## config.mk

```make
export PLATFORM = sky130hd
export DESIGN_NAME = button_debounce_flat
export DESIGN_NICKNAME = d
export VERILOG_FILES = /design/src/rtl/button_debounce_if.sv /design/src/rtl/button_debounce.sv /design/src/flat_wrapper.sv
export SDC_FILE = /design/constraint.sdc
export NUM_CORES = 1
export LEC_CHECK = 0
export CAP_MARGIN = 20
export CORE_AREA = 2 2 39 41
export CTS_CLUSTER_SIZE = 16
export DETAILED_ROUTE_END_ITERATION = 6
export DIE_AREA = 0 0 41 43
export PLACE_DENSITY = 0.57
export SYNTH_ARGS = -nofsm -noshare
export SYNTH_HDL_FRONTEND = slang
export SYNTH_SLANG_ARGS = --single-unit
```

## constraint.sdc

```tcl
create_clock -name clk -period 1.5 [get_ports clk]
set_input_delay 0.3 -clock clk [delete_from_list [all_inputs] [get_ports clk]]
set_output_delay 0.3 -clock clk [all_outputs]
set_load 0.005 [all_outputs]
```

## src/rtl/button_debounce_if.sv

```systemverilog
// Button conditioning bus: raw button toward the debouncer, clean level and
// strobes back to the consumer.
interface button_debounce_if;
  logic button;
  logic btn_clean;
  logic btn_rise;
  logic btn_fall;
  logic long_press;

  modport master (
    output button,
    input  btn_clean,
    input  btn_rise,
    input  btn_fall,
    input  long_press
  );

  modport slave (
    input  button,
    output btn_clean,
    output btn_rise,
    output btn_fall,
    output long_press
  );
endinterface

```

## src/rtl/button_debounce.sv

```systemverilog
// Push-button synchroniser and bounce filter producing a clean level plus rise/fall strobes.
// Define BUTTON_DEBOUNCE_LONG_PRESS_EN to add a one-shot long_press strobe.
module button_debounce #(
  parameter int unsigned SYNC_STAGES     = 2,
  parameter int unsigned DEBOUNCE_CYCLES = 4
`ifdef BUTTON_DEBOUNCE_LONG_PRESS_EN
  ,
  parameter int unsigned LONG_CYCLES     = 16
`endif
) (
  input  logic               clk,
  input  logic               rst,
  button_debounce_if.slave   bus
);

`ifdef BUTTON_DEBOUNCE_LONG_PRESS_EN
  localparam int unsigned CNT_MAX = (DEBOUNCE_CYCLES > LONG_CYCLES) ? DEBOUNCE_CYCLES : LONG_CYCLES;
`else
  localparam int unsigned CNT_MAX = DEBOUNCE_CYCLES;
`endif
  localparam int unsigned      CNT_W    = $clog2(CNT_MAX + 1);
  localparam logic [CNT_W-1:0] DEB_LAST = CNT_W'(DEBOUNCE_CYCLES - 1);
`ifdef BUTTON_DEBOUNCE_LONG_PRESS_EN
  localparam logic [CNT_W-1:0] LONG_VAL  = CNT_W'(LONG_CYCLES);
  localparam logic [CNT_W-1:0] LONG_LAST = CNT_W'(LONG_CYCLES - 1);
`endif

  typedef enum logic [1:0] {
    IDLE_LOW    = 2'd0,
    WAIT_HIGH   = 2'd1,
    STABLE_HIGH = 2'd2,
    WAIT_LOW    = 2'd3
  } state_t;

  logic [SYNC_STAGES-1:0] r_sync;
  logic                   w_btn_sync;
  state_t                 r_state, w_state_nxt;
  logic [CNT_W-1:0]       r_cnt, w_cnt_nxt;
  logic                   r_clean, r_rise, r_fall;
  logic                   w_clean_nxt, w_rise_nxt, w_fall_nxt;
  logic                   w_long_nxt;
  logic                   r_long;

  assign w_btn_sync = r_sync[SYNC_STAGES-1];

  // Synchroniser, FSM state, counter and registered outputs
  always_ff @(posedge clk or posedge rst) begin
    if (rst) begin
      r_sync  <= '0;
      r_state <= IDLE_LOW;
      r_cnt   <= '0;
      r_clean <= 1'b0;
      r_rise  <= 1'b0;
      r_fall  <= 1'b0;
      r_long  <= 1'b0;
    end else begin
      r_sync  <= {r_sync[SYNC_STAGES-2:0], bus.button};
      r_state <= w_state_nxt;
      r_cnt   <= w_cnt_nxt;
      r_clean <= w_clean_nxt;
      r_rise  <= w_rise_nxt;
      r_fall  <= w_fall_nxt;
      r_long  <= w_long_nxt;
    end
  end

  // Next state, stability counting and strobe generation
  always_comb begin
    w_state_nxt = r_state;
    w_cnt_nxt   = r_cnt;
    w_rise_nxt  = 1'b0;
    w_fall_nxt  = 1'b0;
    w_long_nxt  = 1'b0;
    case (r_state)
      IDLE_LOW: begin
        w_cnt_nxt = '0;
        if (w_btn_sync) begin
          w_state_nxt = WAIT_HIGH;
          w_cnt_nxt   = CNT_W'(1);
        end
      end
      WAIT_HIGH: begin
        if (!w_btn_sync) begin
          w_state_nxt = IDLE_LOW;
          w_cnt_nxt   = '0;
        end else if (r_cnt >= DEB_LAST) begin
          w_state_nxt = STABLE_HIGH;
          w_cnt_nxt   = '0;
          w_rise_nxt  = 1'b1;
        end else begin
          w_cnt_nxt = r_cnt + CNT_W'(1);
        end
      end
      STABLE_HIGH: begin
        if (!w_btn_sync) begin
          w_state_nxt = WAIT_LOW;
          w_cnt_nxt   = CNT_W'(1);
        end else begin
`ifdef BUTTON_DEBOUNCE_LONG_PRESS_EN
          // Count saturates at LONG_VAL so a held button strobes only once
          if (r_cnt != LONG_VAL) begin
            w_cnt_nxt  = r_cnt + CNT_W'(1);
            w_long_nxt = (r_cnt == LONG_LAST);
          end
`else
          w_cnt_nxt = '0;
`endif
        end
      end
      WAIT_LOW: begin
        if (w_btn_sync) begin
          w_state_nxt = STABLE_HIGH;
          w_cnt_nxt   = '0;
        end else if (r_cnt >= DEB_LAST) begin
          w_state_nxt = IDLE_LOW;
          w_cnt_nxt   = '0;
          w_fall_nxt  = 1'b1;
        end else begin
          w_cnt_nxt = r_cnt + CNT_W'(1);
        end
      end
      default: begin
        w_state_nxt = IDLE_LOW;
        w_cnt_nxt   = '0;
      end
    endcase
    w_clean_nxt = (w_state_nxt == STABLE_HIGH) || (w_state_nxt == WAIT_LOW);
  end

  assign bus.btn_clean = r_clean;
  assign bus.btn_rise  = r_rise;
  assign bus.btn_fall  = r_fall;
`ifdef BUTTON_DEBOUNCE_LONG_PRESS_EN
  assign bus.long_press = r_long;
`else
  assign bus.long_press = 1'b0;
`endif

endmodule

```

## src/flat_wrapper.sv

```systemverilog
// flat-port wrapper written by rule: the top's interface ports become plain ports
module button_debounce_flat 
#(
  parameter int unsigned SYNC_STAGES     = 2,
  parameter int unsigned DEBOUNCE_CYCLES = 4

)
  (clk, rst, bus_button, bus_btn_clean, bus_btn_rise, bus_btn_fall, bus_long_press);
  button_debounce_if bus_i ();
  input  logic clk;
  input  logic rst;
  input wire logic [$bits(bus_i.button)-1:0] bus_button;
  output wire logic [$bits(bus_i.btn_clean)-1:0] bus_btn_clean;
  output wire logic [$bits(bus_i.btn_rise)-1:0] bus_btn_rise;
  output wire logic [$bits(bus_i.btn_fall)-1:0] bus_btn_fall;
  output wire logic [$bits(bus_i.long_press)-1:0] bus_long_press;
  assign bus_i.button = bus_button;
  assign bus_btn_clean = bus_i.btn_clean;
  assign bus_btn_rise = bus_i.btn_rise;
  assign bus_btn_fall = bus_i.btn_fall;
  assign bus_long_press = bus_i.long_press;
  button_debounce #(.SYNC_STAGES(SYNC_STAGES), .DEBOUNCE_CYCLES(DEBOUNCE_CYCLES)) u_core (.clk(clk), .rst(rst), .bus(bus_i));
endmodule
```

==> metrics.txt, run 1 <==
mean post-synth cell area=around 13 um^2; Layout fillers=122; via count=247; Power Dens Cells=1770 nW/um^2; worst ir drop on vdd=0.670 mV; Worst Path Arrival=1.69 ns; grt ovf=0; # setup viols final=2; top-area cell type share of the netlist area=61.3%; vias in the first global route=~260; full die area=1760 um^2; final WL=631 um; total track usage=under 10%; register bit count reported by yosys=10; failing checks=setup timing; startpoint types=flop; row cnt=14; Leak=0.000264 uW; wire per inst=10.9 um; area delta synth->final=35.6%; Die Y-Extent=approximately 43 um; crit path max fanout=3; maximum clock path buffer count=2; Period Utilization, post-route=104%; Seq/Total Area, Yosys=between 60% and 70%; n_diodes=0; first-pass detailed-route iteration total=2; Final Hold Viols=0; Mapped Cells=31; number of synthesis warnings=0; Worst path slowest cell=dfrtp_1; Max Cap Violations=0; antenna violations before repair=0; CTS tree=built; hold_buf cts=0; final max-slew violation count=0; Final Util=40.0%; Mapped Nets=36; Via density=4.26; I/O pin cnt=7; crit path time final=1.55 ns; Antenna Nets Post-Route=0; run status=complete, but fails checks; core footprint=1380 um^2; pin count of the biggest net entering global routing=11; post-synth cell types=15; Clock Skews=between 0.003 and 0.004 ns; Die W=between 40 and 50 um; first-pass GRT wire length=1.08 mm; worst slack, placed=-0.128 ns; Initial Util=29.5%; final setup margin=-0.0542 ns; CP max stage delay=between 0.3 and 0.4 ns; post-synth top area cell=dfrtp_1; TritonCTS sink count=10; CP Data Required Time=1.63 ns; H-tree depth=1; Root Buffer=clkbuf_4; RSZ-0062 raised after global routing=yes; leading post-synthesis cells by cell area=dfrtp_1 61%, ha_1 6.1%, mux2_1 5.5%, nor3b_1 3.7%, nand2b_4 3.4%; Worst-Skew Late Latency=between 0.2 and 0.3 ns; layout cell share with drive strength beyond 1=31.0%; Min-Delay Path Class=in2async; Residual DRC=0; routability cong.=0.642; Post-layout nets=between 40 and 50; critical path endpoint category=flop; CP Cell Sequence=ha_2, ha_4, a211oi_4, nand2b_4, mux2_4; Reg clk slew, reported paths=approximately 0.06 ns; Top delay family on crit path=flip-flops; TritonCTS Buffers=3; WS Path Type=reg2reg; Min Hold Slack=around 0.31 ns; Worst Path Buf+Inv=0; synthesized area=408 um^2; number of port buffers=5; fmax=approximately 0.64 GHz; DRT iter0 DRCs=2
[per-stage QoR]
| step | total power [uW] | setup TNS [ns] | area, um^2 | cells |
|---|---|---|---|---|
| final | 977 | -0.0993 | 553 | 58 |
| after global routing | 1040 | -0.213 | 553 | 58 |
| after CTS | 969 | -0.146 | 546 | 57 |
| after detailed placement | 725 | -0.231 | 498 | 54 |
| after global placement | 704 | -0.130 | 498 | 54 |
| after floorplan | 590 | 0 | 413 | 31 |
[flip-flops by register name, indices dropped and copies added (netlist names)]
register	cells
u_core.r_cnt	3
u_core.r_state	2
u_core.r_sync	2
u_core.bus.btn_clean	1
u_core.bus.btn_fall	1
u_core.bus.btn_rise	1
[cell usage after synthesis]
| library cell | number |
|---|---|
| a21oi_1 | 1 |
| and2b_1 | 1 |
| nand2b_4 | 1 |
| a211oi_2 | 1 |
| inv_1 | 3 |
| dfrtp_1 | 10 |
| nor3b_1 | 2 |
| xnor2_1 | 1 |
| conb_1 | 1 |
| mux2_1 | 2 |
| nor2_1 | 3 |
| buf_4 | 1 |
| ha_1 | 2 |
| or3_1 | 1 |
| nand3b_1 | 1 |
[worst reg2reg max path, stage by stage, from the launching register on]
cell      delay, ns
dfrtp_1        0.38
ha_2           0.20
ha_4           0.16
a211oi_4       0.20
nand2b_4       0.19
mux2_4         0.30
[routing by layer]
metal  part of all wire [%]  up-vias  global-route usage [%]
li1                       -      121                       -
met2                     58        6                    14.7
met3                    4.1        0                    1.57
met1                     38      120                    11.3
met5                      0        -                       0
met4                      0        0                    8.00
[kinds of logic (layout without fill, tap and decap cells)]
kind of cell,Yosys count,after routing,share of synthesized area (%)
AND/OR/NAND/NOR,9,9,15.0
flip-flops,10,10,61.3
multiplexers,2,2,5.52
adder cells (fa/ha/maj),2,2,6.13
buffers and inverters,4,15,4.60
AO/OA/AOI/OAI,2,2,4.29
other,1,1,0.919
XOR/XNOR,1,1,2.15
[worst paths after layout]
| check | startpoint | cells past startpoint | to | slack [ns] |
|---|---|---|---|---|
| max | u_core.r_cnt[1]$_DFF_PP0_ | 5 | u_core.r_state[1]$_DFF_PP0_ | -0.05 |
| min | rst | 2 | u_core.r_cnt[2]$_DFF_PP0_ | 0.31 |
| max reg2reg | u_core.r_cnt[1]$_DFF_PP0_ | 5 | u_core.r_state[1]$_DFF_PP0_ | -0.05 |
| min reg2reg | u_core.r_sync[0]$_DFF_PP0_ | 0 | u_core.r_sync[1]$_DFF_PP0_ | 0.37 |
| max in group asynchronous | rst | 2 | u_core.bus.btn_fall$_DFF_PP0_ | 0.92 |
| min in group clk | u_core.r_sync[0]$_DFF_PP0_ | 0 | u_core.r_sync[1]$_DFF_PP0_ | 0.37 |
[report_power, final]
part / internal, uW / switching (uW)
Combinational: 249 / 145
Sequential: 347 / 68.1
Clock: 91.8 / 76.8
[layout make-up]
class | count | area (um^2) | area share (%)
Inverter | 3 | 11.3 | 2.04
Tap cell | 16 | 20.0 | 3.62
Timing Repair Buffer | 9 | 80.1 | 14.5
Multi-Input combinational cell | 17 | 169 | 30.5
Sequential cell | 10 | 250 | 45.2
Clock buffer | 3 | 22.5 | 4.07
[cells in the final DEF, fill, tap and decap left out]
master           netlist  routed
dfrtp_1               10      10
clkdlybuf4s50_1        0       5
buf_4                  1       4
nor2_1                 3       3
inv_1                  3       3
clkbuf_4               0       3
mux2_4                 0       2
nor3b_1                2       2
a211oi_4               0       1
and2b_1                1       1
xnor2_1                1       1
nand2b_4               1       1
or3_1                  1       1
a21oi_1                1       1
nand3b_1               1       1
ha_4                   0       1
ha_2                   0       1
conb_1                 1       1
[repair_timing]
action                                  CTS  global route
endpoints found under the setup margin    2             2
hold endpoints to repair                  0             0
resized for setup                         4             0
buffers inserted                          0             1
cloned                                    0             0
Power figures use the tool's default switching activity.
==> run 2, diff against run 1 <==
Settings changed: ABC_AREA set to 1, PLACE_DENSITY 0.57 to 0.56.
==> metrics.txt, run 2 <==
TritonCTS Buffers=3; Commonest cells post-synth=11 x inv_1, 10 x dfrtp_1, 10 x nand2_1; maximum clock path buffer count=2; Post-layout nets=57; dpl hpwl=406 um; number of flip-flops in the largest register=3; Root Buffer=clkbuf_4; post-route insts no fill=67; Antenna Nets Post-Route=0; Final Hold Viols=0; worst slack, placed=about 0.12 ns; Worst-Skew Late Latency=0.26 ns; critical path endpoint category=output pin; crit path max fanout=1; Via density=3.97; Mapped Cells=43; EDFF count, synth=0; Reg clk slew, reported paths=~0.060 ns; CP Cell Sequence=clkdlybuf4s50_1; RSZ-0062 raised after global routing=no; WS Path Type=reg2out; I/O pin cnt=7; largest register by flop count=u_core.r_cnt; DRT iter0 DRCs=2; vias in the first global route=260; post-route cell area=504 um^2; number of synthesis warnings=0; crit path time final=1.38 ns; fmax=a little over 0.7 GHz; Max Cap Violations=0; Leak=about 0.00028 uW; # setup viols final=0; placed insts=63; fraction of registers with async set/reset=100%; Die Y-Extent=43 um; Mapped Nets=48; synthesized area=roughly 400 um^2; hold_buf cts=0; antenna violations before repair=0; Worst Path Arrival=1.08 ns; grt ovf=0; wire per inst=7.34 um; Top delay family on crit path=buffers and inverters; final WL=~500 um; Die W=between 40 and 50 um; register bit count reported by yosys=10; Worst Path Buf+Inv=1; Residual DRC=0; number of port buffers=5; area delta synth->final=25.2%; Power Dens Cells=1750 nW/um^2; TritonCTS sink count=10; CTS tree=built; Initial Util=29.1%; area post-placement=465 um^2; startpoint types=flop; most common cell after layout, fill and taps aside=inv_1; top-area cell type share of the netlist area=62.1%; Regs by FF count=u_core.r_cnt: 3 flops, u_core.r_state: 2 flops, u_core.r_sync: 2 flops; cell with the most instances after synthesis=inv_1; Period Utilization, post-route=around 92%; post-synth cell types=10; routability cong.=around 0.74; Min-Delay Path Class=in2async; most frequent cells in the layout=11 x inv_1, 10 x nand2_1, 10 x dfrtp_1; total track usage=8.28%; Worst path slowest cell=clkdlybuf4s50_1; Clock Skews=between 0.001 and 0.0015 ns; first-pass GRT wire length=938 um; layout cell share with drive strength beyond 1=under 10%; Main synth FF type=dfrtp_1; worst ir drop on vdd=slightly above 0.7 mV; final setup margin=0.123 ns; full die area=1760 um^2; core footprint=1380 um^2; leading post-synthesis cells by cell area=dfrtp_1 62%, inv_1 10%, nand2_1 9.3%, ha_1 6.2%, nor2_1 4.7%; run status=completed; setup tns final=0 ns; H-tree depth=1; CP Data Required Time=approximately 1.2 ns; via count=~270; pin count of the biggest net entering global routing=11; first-pass detailed-route iteration total=2; CP max stage delay=roughly 0.50 ns; mean post-synth cell area=~9.4 um^2; post-synth top area cell=dfrtp_1; row cnt=14; n_diodes=0; Seq/Total Area, Yosys=62.1%; final max-slew violation count=0
-- run 2: cell count changes in the layout (fill, tap and decap cells not counted), sizes merged, moves of 2 or more --
cell   delta
inv       +8
nand2    +10
nor3b     -2
mux2      -2
buf       -4
nor2      +2
-- run 2: path summary, 6_finish.rpt --
check,start,end,slack (ns),depth (start not counted)
worst max register to register,u_core.r_cnt[0]$_DFF_PP0_,u_core.r_state[1]$_DFF_PP0_,0.15,8
worst min register to register,u_core.r_sync[0]$_DFF_PP0_,u_core.r_sync[1]$_DFF_PP0_,0.35,0
max in group asynchronous,rst,u_core.r_cnt[1]$_DFF_PP0_,0.93,2
worst max-delay path,u_core.bus.btn_clean$_DFF_PP0_,bus_btn_clean,0.12,1
worst min-delay path,rst,u_core.r_state[1]$_DFF_PP0_,0.31,2
min in group clk,u_core.r_sync[0]$_DFF_PP0_,u_core.r_sync[1]$_DFF_PP0_,0.35,0
-- run 2: kinds of logic after synthesis --
group,synth area share (%)
and+or+nand+nor,16.5
buffers and inverters,12.1
other,0.931
xor gates and xnor gates,2.17
DFF,62.1
adders and majority gates,6.21
-- run 2: stage by stage --
stage | utilization [%] | total power [uW] | hold WS (ns)
6_report | 36.4 | 881 | 0.308
5_1_grt | 36.4 | 968 | 0.359
4_1_cts | 36.3 | 895 | 0.312
3_5_place_dp | 33.6 | 656 | 0.340
3_3_place_gp | 33.6 | 649 | 0.336
2_1_floorplan | - | 576 | 0.140
-- run 2: worst register-to-register path: cells and delay by family, from the launching register on --
kind | cells | cell delay [ns]
simple gates | 5 | 0.42
flops | 1 | 0.40
fa+ha+maj | 2 | 0.40
buf+inv | 1 | 0.04
-- run 2: report_power, final --
| part | internal (uW) | total, uW | switching [uW] |
|---|---|---|---|
| logic | 113 | 252 | 140 |
| clock network | 147 | 232 | 85.0 |
| registers | 348 | 397 | 48.9 |
-- run 2: per-layer routing --
| metal | up-vias | GRT usage [%] | share of wire, % |
|---|---|---|---|
| met3 | 2 | 2.09 | 6.3 |
| met1 | 122 | 9.90 | 42 |
| met4 | 0 | 8.00 | 1.6 |
| met2 | 6 | 11.3 | 50 |
| met5 | - | 0 | 0 |
| li1 | 136 | - | - |
-- run 2: final cells by class --
type	instances	area (um^2)
Tap cell	16	20.0
Multi-Input combinational cell	21	106
Fill cell	138	880
Clock buffer	4	36.3
Sequential cell	10	250
Inverter	11	41.3
Timing Repair Buffer	5	50.0
-- run 2: repair_timing --
item | in CTS | in global routing
setup endpoints to repair | 0 | 2
gates resized for setup | 0 | 1
setup buffers | 0 | 0
